$ cat config.mk
export PLATFORM = sky130hd
export DESIGN_NAME = rv_mem_arbiter
export DESIGN_NICKNAME = d
export VERILOG_FILES = /design/src/rtl/rv_mem_pkg.sv /design/src/rtl/rv_arb_fair.sv /design/src/rtl/rv_mem_arbiter.sv
export SDC_FILE = /design/constraint.sdc
export NUM_CORES = 1
export LEC_CHECK = 0
export BUFFER_PORTS_ARGS = -buffer_cell sky130_fd_sc_hd__buf_2
export CAP_MARGIN = 20
export CORE_AREA = 2 2 108 110
export CTS_BUF_LIST = sky130_fd_sc_hd__clkbuf_8
export DETAILED_ROUTE_END_ITERATION = 16
export DIE_AREA = 0 0 110 112
export PLACE_DENSITY = 0.59
export SKIP_LAST_GASP = 1
export SLEW_MARGIN = 20
export SYNTH_ARGS = -nofsm -noshare
export SYNTH_HDL_FRONTEND = slang
export SYNTH_SLANG_ARGS = --single-unit
$ cat constraint.sdc
create_clock -name clock -period 3.7 [get_ports clock]
set_input_delay 0.555 -clock clock [delete_from_list [all_inputs] [get_ports clock]]
set_output_delay 0.555 -clock clock [all_outputs]
set_load 0.02 [all_outputs]
$ cat src/rtl/rv_mem_pkg.sv
// Shared types and constants for the unified instruction/data memory arbiter.
//   XLEN_DEF : default data/address width
//   MASK_W   : byte-enable width for the default width
//   state_e  : arbiter FSM states
//   owner_e  : which port owns the outstanding access
package rv_mem_pkg;

    localparam int XLEN_DEF = 32;
    localparam int MASK_W   = XLEN_DEF / 8;

    typedef enum logic {
        IDLE = 1'b0,
        BUSY = 1'b1
    } state_e;

    typedef enum logic {
        OWN_IF = 1'b0,
        OWN_D  = 1'b1
    } owner_e;

endpackage

$ cat src/rtl/rv_arb_fair.sv
// Two-requester priority selector with a starvation guard for fetch.
// Data wins a conflict unless it has already won MAX_DWIN conflicts in a
// row, in which case fetch is forced through. Grants are one-hot and only
// produced while en_i is high.
//   clock, reset : system clock, async active-low reset
//   en_i         : issue window open
//   if_req_i     : fetch request
//   d_req_i      : data request
//   if_gnt_o     : fetch granted this cycle
//   d_gnt_o      : data granted this cycle
module rv_arb_fair #(
    parameter int MAX_DWIN = 2
) (
    input  logic clock,
    input  logic reset,
    input  logic en_i,
    input  logic if_req_i,
    input  logic d_req_i,
    output logic if_gnt_o,
    output logic d_gnt_o
);

    // one spare code so the counter can hold MAX_DWIN itself, also for MAX_DWIN=0
    localparam int DW_W = $clog2(MAX_DWIN + 2);
    localparam logic [DW_W-1:0] DWIN_MAX = DW_W'(MAX_DWIN);

    logic [DW_W-1:0] dwin_q, dwin_d;
    logic            conflict;

    assign conflict = if_req_i && d_req_i;

    always_comb begin
        if_gnt_o = 1'b0;
        d_gnt_o  = 1'b0;
        dwin_d   = dwin_q;
        if (en_i) begin
            if (conflict) begin
                if (dwin_q == DWIN_MAX) begin
                    if_gnt_o = 1'b1;
                end else begin
                    d_gnt_o = 1'b1;
                end
            end else begin
                if_gnt_o = if_req_i;
                d_gnt_o  = d_req_i;
            end
        end
        // only contested wins count against fetch; any fetch grant resets the tally
        if (if_gnt_o) begin
            dwin_d = '0;
        end else if (d_gnt_o && conflict) begin
            dwin_d = dwin_q + 1'b1;
        end
    end

    always_ff @(posedge clock or negedge reset) begin
        if (!reset) begin
            dwin_q <= '0;
        end else begin
            dwin_q <= dwin_d;
        end
    end

endmodule

$ cat src/rtl/rv_mem_arbiter.sv
// Single-port memory arbiter sharing one unified memory between the core's
// fetch port and data port. One access outstanding at a time; a new access
// may issue in the same cycle the previous response returns.
//
// state | meaning
// IDLE  | no access outstanding
// BUSY  | access outstanding, owner_q holds the port, cnt_q counts 1..MEM_LAT
//
// Ports:
//   clock, reset                 : system clock, async active-low reset
//   if_req/if_addr               : fetch request and byte address
//   if_gnt/if_rvalid/if_rdata    : fetch grant, response strobe, instruction
//   d_req/d_we/d_addr/d_wdata/d_mask : data request fields
//   d_gnt/d_rvalid/d_rdata       : data grant, response strobe, load data
//   mem_en/mem_we/mem_addr/mem_wdata/mem_mask : memory access
//   mem_rdata                    : memory read data, MEM_LAT cycles after mem_en
module rv_mem_arbiter
    import rv_mem_pkg::*;
#(
    parameter int XLEN     = XLEN_DEF,
    parameter int MEM_LAT  = 1,
    parameter int MAX_DWIN = 2
) (
    input  logic              clock,
    input  logic              reset,
    input  logic              if_req,
    input  logic [XLEN-1:0]   if_addr,
    output logic              if_gnt,
    output logic              if_rvalid,
    output logic [XLEN-1:0]   if_rdata,
    input  logic              d_req,
    input  logic              d_we,
    input  logic [XLEN-1:0]   d_addr,
    input  logic [XLEN-1:0]   d_wdata,
    input  logic [XLEN/8-1:0] d_mask,
    output logic              d_gnt,
    output logic              d_rvalid,
    output logic [XLEN-1:0]   d_rdata,
    output logic              mem_en,
    output logic              mem_we,
    output logic [XLEN-1:0]   mem_addr,
    output logic [XLEN-1:0]   mem_wdata,
    output logic [XLEN/8-1:0] mem_mask,
    input  logic [XLEN-1:0]   mem_rdata
);

    localparam int CNT_W = 3;
    localparam logic [CNT_W-1:0] LAT_C = CNT_W'(MEM_LAT);

    state_e           state_q, state_d;
    owner_e           owner_q, owner_d;
    logic [CNT_W-1:0] cnt_q, cnt_d;
    logic             we_q, we_d;
    logic             resp;
    logic             issue_win;

    assign resp = (state_q == BUSY) && (cnt_q == LAT_C);

    // reset gates the window directly so grants and mem_* read 0 while it is held
    assign issue_win = reset && ((state_q == IDLE) || resp);

    rv_arb_fair #(
        .MAX_DWIN (MAX_DWIN)
    ) u_arb (
        .clock    (clock),
        .reset    (reset),
        .en_i     (issue_win),
        .if_req_i (if_req),
        .d_req_i  (d_req),
        .if_gnt_o (if_gnt),
        .d_gnt_o  (d_gnt)
    );

    always_comb begin
        state_d   = state_q;
        owner_d   = owner_q;
        cnt_d     = cnt_q;
        we_d      = we_q;
        if_rvalid = 1'b0;
        d_rvalid  = 1'b0;
        if_rdata  = '0;
        d_rdata   = '0;
        mem_en    = 1'b0;
        mem_we    = 1'b0;
        mem_addr  = '0;
        mem_wdata = '0;
        mem_mask  = '0;

        case (state_q)
            IDLE: begin
                state_d = IDLE;
            end
            BUSY: begin
                if (resp) begin
                    state_d = IDLE;
                    cnt_d   = '0;
                    if (owner_q == OWN_D) begin
                        d_rvalid = 1'b1;
                        // stores are acknowledged with zero data
                        if (!we_q) begin
                            d_rdata = mem_rdata;
                        end
                    end else begin
                        if_rvalid = 1'b1;
                        if_rdata  = mem_rdata;
                    end
                end else begin
                    cnt_d = cnt_q + 1'b1;
                end
            end
            default: begin
                state_d = IDLE;
            end
        endcase

        if (d_gnt) begin
            mem_en    = 1'b1;
            mem_we    = d_we;
            mem_addr  = d_addr;
            mem_wdata = d_wdata;
            mem_mask  = d_mask;
            owner_d   = OWN_D;
            we_d      = d_we;
        end else if (if_gnt) begin
            mem_en    = 1'b1;
            mem_addr  = if_addr;
            mem_mask  = '1;
            owner_d   = OWN_IF;
            we_d      = 1'b0;
        end

        // an issue in the response cycle overrides the return to IDLE
        if (d_gnt || if_gnt) begin
            state_d = BUSY;
            cnt_d   = CNT_W'(1);
        end
    end

    always_ff @(posedge clock or negedge reset) begin
        if (!reset) begin
            state_q <= IDLE;
            owner_q <= OWN_IF;
            cnt_q   <= '0;
            we_q    <= 1'b0;
        end else begin
            state_q <= state_d;
            owner_q <= owner_d;
            cnt_q   <= cnt_d;
            we_q    <= we_d;
        end
    end

endmodule

* Word-level counts from Yosys, hierarchy flattened
Cells that the tools add are included.
** Operators by class
- $lt $le $gt $ge :: 0
- Bitwise logic cells :: 1
- Multiplexer cells :: 38
- Shifts and indexed selects :: 0
- Eq/ne operators :: 2
- Divide/modulo/power cells :: 0
- $add $sub $neg :: 2
- Multipliers :: 0
- Reduce and logical (&&, ||, !) cells :: 9
** Operators with widths (count)
- $mux W32 :: 10
- $mux W1 :: 20
- $mux W3 :: 3
- $mux W4 :: 2
- $reduce_bool A2 Y1 :: 3
- $logic_and A1 B1 Y1 :: 4
- $mux W2 :: 2
- $add A3 B1 Y3 const B :: 1
- $eq A3 B1 Y1 const B :: 1
- $add A2 B1 Y2 const B :: 1
- $eq A2 B2 Y1 const B :: 1
- $logic_or A1 B1 Y1 :: 2
- $pmux W1 S2 :: 1
- $not A1 Y1 :: 1
** Storage, ports and cells
- Logic and storage cells :: 57
- ROM bits :: 0
- Bits in latches :: 0
- Bits in writable memories :: 0
- Memories kept :: 0
- Output and inout port bits :: 138
- Input port bits :: 137
- Register bits after elaboration :: 8

* Logic depth before layout (Yosys ltp)
Gate-level depths: netlist of run 1.
- Word-level depth :: 8
- Depth in mapped cells :: 7
- Gate-level depth less buffers :: 5

* Cells and area by module
From an unflattened synthesis of run 1, not the netlist that was laid out.
** Unflattened totals
- Cells, all modules :: 197
- Area total of the unflattened synthesis :: 1537.7 sq um
** Modules (own cells, without submodules)
- rv_mem_arbiter :: area an instance 1417.6 sq um, seq. area each 150.1 sq um, times used 1, cells each 184
- rv_arb_fair :: area an instance 120.1 sq um, seq. area each 50.0 sq um, times used 1, cells each 13

* Worst setup path after synthesis of run 1
OpenSTA, ideal clock, no wires.
- Path kind :: input -> output
- From :: input if_req
- To :: output mem_wdata[24]
- Path buffers :: 2
- Stages :: 5
- Required time :: 3.145 ns
- Arrival time :: 1.579 ns
- Setup slack :: 1.566 ns
- Cell sequence :: buf_2 > a21boi_4 > o211a_4 > buf_4 > and2_1
** On the way
- Word-level cells in the longest chain between the ends :: 4
** Ends and longest elaborated chain
- from (decl) :: line rv_mem_arbiter.sv:26 : input logic if_req,
- $logic_and A1 B1 Y1 :: line rv_arb_fair.sv:30 : assign conflict = if_req_i && d_req_i;
- $mux W1 :: line rv_arb_fair.sv:37 : if (conflict) begin
- $mux W1 :: line rv_arb_fair.sv:36 : if (en_i) begin
- named net d_gnt :: line rv_mem_arbiter.sv:36 : output logic d_gnt,
- $mux W32 :: line rv_mem_arbiter.sv:116 : if (d_gnt) begin
- to (decl) :: line rv_mem_arbiter.sv:42 : output logic [XLEN-1:0] mem_wdata,
The timed path passes the listed nets, and every way through them passes these cells.

* Final worst setup path of run 1
- From :: register cnt_q[1]
- To :: output if_rdata[12]
** On the way
- Word-level cells in the longest chain between the ends :: 4
** Ends and longest elaborated chain
- from (decl) :: line rv_mem_arbiter.sv:52 : logic [CNT_W-1:0] cnt_q, cnt_d;
- from (signal assigned) :: line rv_mem_arbiter.sv:148 : cnt_q <= cnt_d;
- $eq A3 B1 Y1 :: line rv_mem_arbiter.sv:57 : assign resp = (state_q == BUSY) && (cnt_q == LAT_C);
- $logic_and A1 B1 Y1 :: line rv_mem_arbiter.sv:57
- $mux W32 :: line rv_mem_arbiter.sv:94 : if (resp) begin
- $mux W32 :: line rv_mem_arbiter.sv:89 : case (state_q)
- to (decl) :: line rv_mem_arbiter.sv:30 : output logic [XLEN-1:0] if_rdata,
Every way passes these cells.

==> flow_metrics.tcl, run 1 <==
set metrics [dict create \
    yosysTopAreaCell "and2_1" \
    portBuffers 274 \
    rr_worst_depth 4 \
    crit_fanout 33 \
    powerDensity_nw_per_um2 467 \
    path_clk_slew_ns 0.04 \
    yosysSeqAreaShare_pct 12.1 \
    mostFrequentLayoutCells "buf_2, and2_1, nor2_1" \
    die_area_um2 12300 \
    h-tree-depth 1 \
    synth_xor_area_share_pct 0 \
    synth_top_family_by_area "simple AND/OR/NAND/NOR gates" \
    wl_per_cell_um 12.5 \
    yosys.area_share.adder_pct 2.26 \
    cts_tree "done" \
    finalCriticalPeriod_ns 2.66 \
    pre_cts_ws_ns 1.22 \
    setup_slack_ns 1.04 \
    grt_first_pass_wirelength_um 11700 \
    syn_nets 380 \
    rsz0062_at_grt "false" \
    ir_drop_uv 244 \
    yosys_warnings 0 \
    drc 0 \
    grt_pass1_vias 2365 \
    p_leak_nw 1.96 \
    clk_latency_ns 0.23 \
    ios 275 \
    antenna_cells 0 \
    ant_nets 0 \
    numCtsBuffers 3 \
    setup_viol 0 \
    viasPerCell 4.11 \
    overflow 0 \
    p_int_mw 0.638 \
    fin_crit_sh_pct 71.8 \
    ctsResizeCount 0 \
    clock_sinks 8 \
    nets 640 \
    synth_top_area_share_pct 36.5 \
    coreArea_um2 11200 \
    final-hold-violation-count 0 \
    finalMaxSlewViolations 0 \
    cp.required_ns 3.14 \
    hp-class "in2async" \
    max-slew-margin-rel_pct 39.4 \
    power.share.clock_pct 7.0 \
    synth_area_leaders "and2_1, a32oi_1, dfrtp_1" \
    synth_seq_cells 8 \
    area_delta_synth_final_pct 90.4 \
    avgSynthCellArea_um2 6.92 \
    grt_antenna_before_repair 0 \
    r2r-end "owner_q" \
    crit_type "reg2out" \
    cp.arrival_ns 2.10 \
    final.setup_skew_ns 0.00197 \
    ys_types 29 \
    gp_congestion 0.782 \
    timing.setup.tns_ns 0 \
    syn_area_um2 1660 \
    yosys.area_share.simple_pct 50.9 \
    dp_hpwl_um 6650 \
    timing.fmax_ghz 0.377 \
    routed-via-count 2637 \
    status "completed" \
    initial_core_util_pct 14.9 \
    routed_wirelength_um 8030 \
    power_switching_mw 0.840 \
    synth.mux.area_fraction_pct 1.96 \
    grt_use_total_pct 11.7 \
    share_seq_of_total_power_pct 11.3 \
    end_kind "primary output" \
    timing.rr.start "cnt_q[0]" \
    die_y_um 112 \
    final_common_cell "buf_2" \
    hold_buffers 0 \
    drt-pass1-iter-count 4 \
    worst_pin_slew_ns 0.906 \
    drtIter0Drc 86 \
    clock_path_buffers 2 \
    row_count 39 \
    die_x_um 110 \
    combPwrFrac_pct 81.8 \
    switching_share_pct 56.8 \
    drive_gt1_share_pct 58.2 \
    grt_max_degree 38 \
    drv_cap 0 \
    start_kind "register" \
    synth_compound_area_share_pct 24.5 \
    synthCells 240 \
    ff2ff_setup_slack_ns 2.10 \
    postCtsSetupBuffers 0 \
    cts_root_buffer "clkbuf_8" \
]
[Yosys cell counts, drive strengths merged]
cell     instances
o21bai           1
dfrtp            8
ha               3
o21ai            4
buf             15
nand2b           2
a32oi           32
clkbuf           8
a21boi           1
a21oi            6
or3              1
nand2            9
o2111a           1
o2bb2ai          1
nor3             3
a211o            1
mux2i            1
o211a            1
mux2             2
and2            97
inv              5
and2b            1
nor2            37
[worst max path at each step]
stage,startpoint,endpoint,slack [ns],cells past startpoint
floorplan,if_req,mem_wdata[24],1.57,5
global placement,if_req,mem_addr[31],1.21,6
detailed placement,if_req,mem_addr[31],1.22,6
CTS,cnt_q[1],if_rdata[12],1.04,6
global route,cnt_q[1],if_rdata[12],0.85,6
finish,cnt_q[1],if_rdata[12],1.04,6
[sequential cells by signal, indices dropped and copies added, names as in the netlist]
signal and cells:
cnt_q 3, owner_q 1, state_q 1, u_arb.dwin_q 2
we_q 1
[layer usage]
| metal | wire length (um) | track usage (%) |
|---|---|---|
| met3 | 565 | 1.76 |
| met4 | 110 | 2.53 |
| met2 | 4100 | 20.5 |
| met1 | 3260 | 14.8 |
| met5 | 0 | 0 |
[critical path, cell delays in order (launching register included)]
cell,delay (ns)
dfrtp_1,0.39
inv_1,0.06
ha_1,0.21
nand2b_4,0.10
nor3_4,0.70
and2_1,0.24
buf_2,0.17
[power by group through the flow]
stage	clock, mW	combinational (mW)	sequential [mW]
final	0.103	1.21	0.166
after CTS	0.108	1.22	0.166
after global routing	0.114	1.31	0.172
after detailed placement	0	1.22	0.167
after floorplan	0	0.842	0.158
after global placement	0	1.22	0.166
[per-stage QoR]
step	hold WS [ns]	utilization [%]	cells	power, mW	cell area (um2)
after floorplan	0.259	-	240	1.00	1660
after global placement	0.451	27.9	638	1.38	3120
after detailed placement	0.449	27.9	638	1.38	3120
after CTS	0.204	28.3	641	1.50	3160
after global routing	0.209	28.3	641	1.60	3160
final	0.201	28.3	641	1.48	3160
[cell type report]
class                   count  area (um2)
flip-flops and latches      8         200
inverters                   5        18.8
repair buffers            278        1400
fillers                  1244        8010
well taps                 143         179
multi-input cells         204        1320
clock buffers               3        41.3
[cells by family (layout without fill, tap and decap cells)]
family / Yosys count / after routing
buffers and inverters: 28 / 286
AND/OR/NAND/NOR: 150 / 150
AO/OA/AOI/OAI: 48 / 48
adder cells (fa/ha/maj): 3 / 3
flip-flops: 8 / 8
multiplexers: 3 / 3
Power figures use the tool's default switching activity.
==> inputs of run 2 (changes only) <==
ABC_AREA = 1   (was unset)
CORE_AREA = 2 2 106 108   (was 2 2 108 110)
DIE_AREA = 0 0 108 110   (was 0 0 110 112)
PLACE_DENSITY = 0.6   (was 0.59)
clock period = 2.48 ns   (was 3.7 ns; I/O delays follow)
==> flow_metrics.tcl, run 2 <==
set metrics [dict create \
    n_fill_cell 1272 \
    antenna_cells 0 \
    routed-via-count 2817 \
    cp.required_ns 2.11 \
    final_common_cell "buf_2" \
    grt_antenna_before_repair 0 \
    initial_core_util_pct 15.6 \
    min_to "we_q" \
    synth_xor_area_share_pct 0 \
    final_util_pct 30.2 \
    syn_area_um2 1670 \
    ys_types 22 \
    synth.mux.area_fraction_pct 0.598 \
    powerDensity_nw_per_um2 665 \
    yosys.area_share.adder_pct 2.24 \
    max-slew-margin-rel_pct 64.5 \
    synth_seq_cells 8 \
    r2r-end "we_q" \
    yosys_warnings 0 \
    clock_path_buffers 2 \
    viasPerCell 3.77 \
    hp-class "in2reg" \
    drc 0 \
    status "completed" \
    ys_top_cells_by_count "nand2_1, nor2_1, inv_1" \
    grt_max_degree 33 \
    timing.setup.tns_ns 0 \
    die_y_um 110 \
    cts_root_buffer "clkbuf_8" \
    ant_nets 0 \
    overflow 0 \
    nets 750 \
    die_area_um2 11900 \
    area_delta_synth_final_pct 93.1 \
    ios 275 \
    clock_sinks 8 \
    final-hold-violation-count 0 \
    path_clk_slew_ns 0.04 \
    top_regs "cnt_q: 3 flops, u_arb.dwin_q: 2 flops" \
    timing.fmax_ghz 0.438 \
    multiInputGateArea_um2 1040 \
    hold_depth 3 \
    numCtsBuffers 3 \
    drt-pass1-iter-count 5 \
    grt_first_pass_wirelength_um 10600 \
    ff2ff_setup_slack_ns 0.96 \
    drive_gt1_share_pct 50.3 \
    crit_type "in2out" \
    finalCriticalPeriod_ns 2.28 \
    crit_fanout 27 \
    final.setup_skew_ns 0.00135 \
    finalMaxSlewViolations 0 \
    setup_viol 0 \
    grt_use_total_pct 11.0 \
    avgSynthCellArea_um2 4.92 \
    dp_hpwl_um 6880 \
    start_kind "input port" \
    p_leak_nw 2.47 \
    wl_per_cell_um 10.6 \
    row_count 38 \
    cts_tree "done" \
    synth-main-ff-cell "dfrtp_1" \
    yosysTopAreaCell "nand2_1" \
    end_kind "primary output" \
    synth_top_area_share_pct 25.6 \
    rr_worst_depth 9 \
    grt_pass1_vias 2293 \
    gp_congestion 0.722 \
    fin_crit_sh_pct 92.1 \
    synth_compound_area_share_pct 1.27 \
    ir_drop_uv 230 \
    hold_start "d_we" \
    timing.rr.start "cnt_q[1]" \
    clk_latency_ns 0.22 \
    cp.arrival_ns 1.91 \
    mostFrequentLayoutCells "buf_2, nand2_1, nor2_1" \
    drtIter0Drc 115 \
    max_flop_register "cnt_q" \
    synth_area_leaders "nand2_1, nor2_1, inv_1" \
    synthCells 340 \
    yosysSeqAreaShare_pct 12.0 \
    die_x_um 108 \
    worst_pin_slew_ns 0.532 \
    ff_latch_area_um2 200 \
    drv_cap 0 \
    async_reset_ff_share_pct 100 \
    post-synth-top-count-cell "nand2_1" \
    syn_nets 480 \
    portBuffers 274 \
    rsz0062_at_grt "false" \
    synth_top_family_by_area "simple AND/OR/NAND/NOR gates" \
    h-tree-depth 1 \
    whs_ns 0.417 \
    yosys.area_share.simple_pct 57.7 \
    routed_wirelength_um 7920 \
    coreArea_um2 10700 \
    largest_reg_flops 3 \
    synth_edf_count 0 \
]
-- run 2: cell types whose count changed after synthesis, sizes merged, moves of 8 or more --
cell,change
nand2,+109
clkbuf,-8
a32oi,-32
inv,+72
and2,-97
nor2,+64
-- run 2: stage by stage --
stage / cells / instance area [um2] / worst slack (ns) / power (mW)
finish: 748 / 3230 / 0.196 / 2.15
floorplan: 340 / 1670 / 0.587 / 1.45
global placement: 742 / 3140 / 0.372 / 1.98
CTS: 746 / 3200 / 0.0673 / 2.14
global route: 748 / 3230 / 0.0742 / 2.34
detailed placement: 742 / 3140 / 0.352 / 1.99
-- run 2: where the power goes --
| part | total [mW] | internal [mW] | switching, mW |
|---|---|---|---|
| sequential | 0.232 | 0.187 | 0.0446 |
| clock | 0.152 | 0.105 | 0.0476 |
| combinational | 1.76 | 0.588 | 1.18 |
| total | 2.15 | 0.880 | 1.27 |
-- run 2: area by class of cell --
| cell class | count | share of cell area [%] |
|---|---|---|
| flip-flops and latches | 8 | 6.20 |
| multi-input cells | 238 | 32.2 |
| well taps | 140 | 5.42 |
| inverters | 77 | 8.95 |
| clock buffers | 3 | 1.28 |
| repair buffers | 282 | 45.9 |
-- run 2: timing repair --
item	in CTS	in global routing
hold buffers	1	0
gates resized for setup	0	1
setup endpoints to repair	0	30
setup buffers	0	2
endpoints found under the hold margin	2	0
-- run 2: critical path: stages --
cell and delay, ns:
dlygate4sd3_1 0.52, buf_2 0.21, nand2_1 0.12, nor2_4 0.19, buf_12 0.19, nand2_1 0.06
nand2_1 0.07, buf_2 0.16
-- run 2: cell families after synthesis --
group | Yosys count
simple gates | 230
compound gates | 4
buf+inv | 94
mux | 1
fa+ha+maj | 3
flops | 8
-- run 2: worst max-delay path by stage --
stage          startpoint            end  slack [ns]
6_report            reset    mem_addr[4]        0.20
4_1_cts             reset    mem_addr[4]        0.07
3_5_place_dp     cnt_q[1]    mem_addr[4]        0.35
2_1_floorplan    cnt_q[1]   if_rdata[10]        0.59
3_3_place_gp     cnt_q[1]  mem_wdata[18]        0.37
5_1_grt          cnt_q[1]    mem_addr[4]        0.07
-- run 2: metal layers --
layer  GRT usage (%)  wire length, um  vias to the layer above
met3            2.59              895                        2
met4            1.10               27                        0
met1            13.5             3160                     1149
li1                -                -                     1486
met5               0                0                        -
met2            20.3             3840                      180
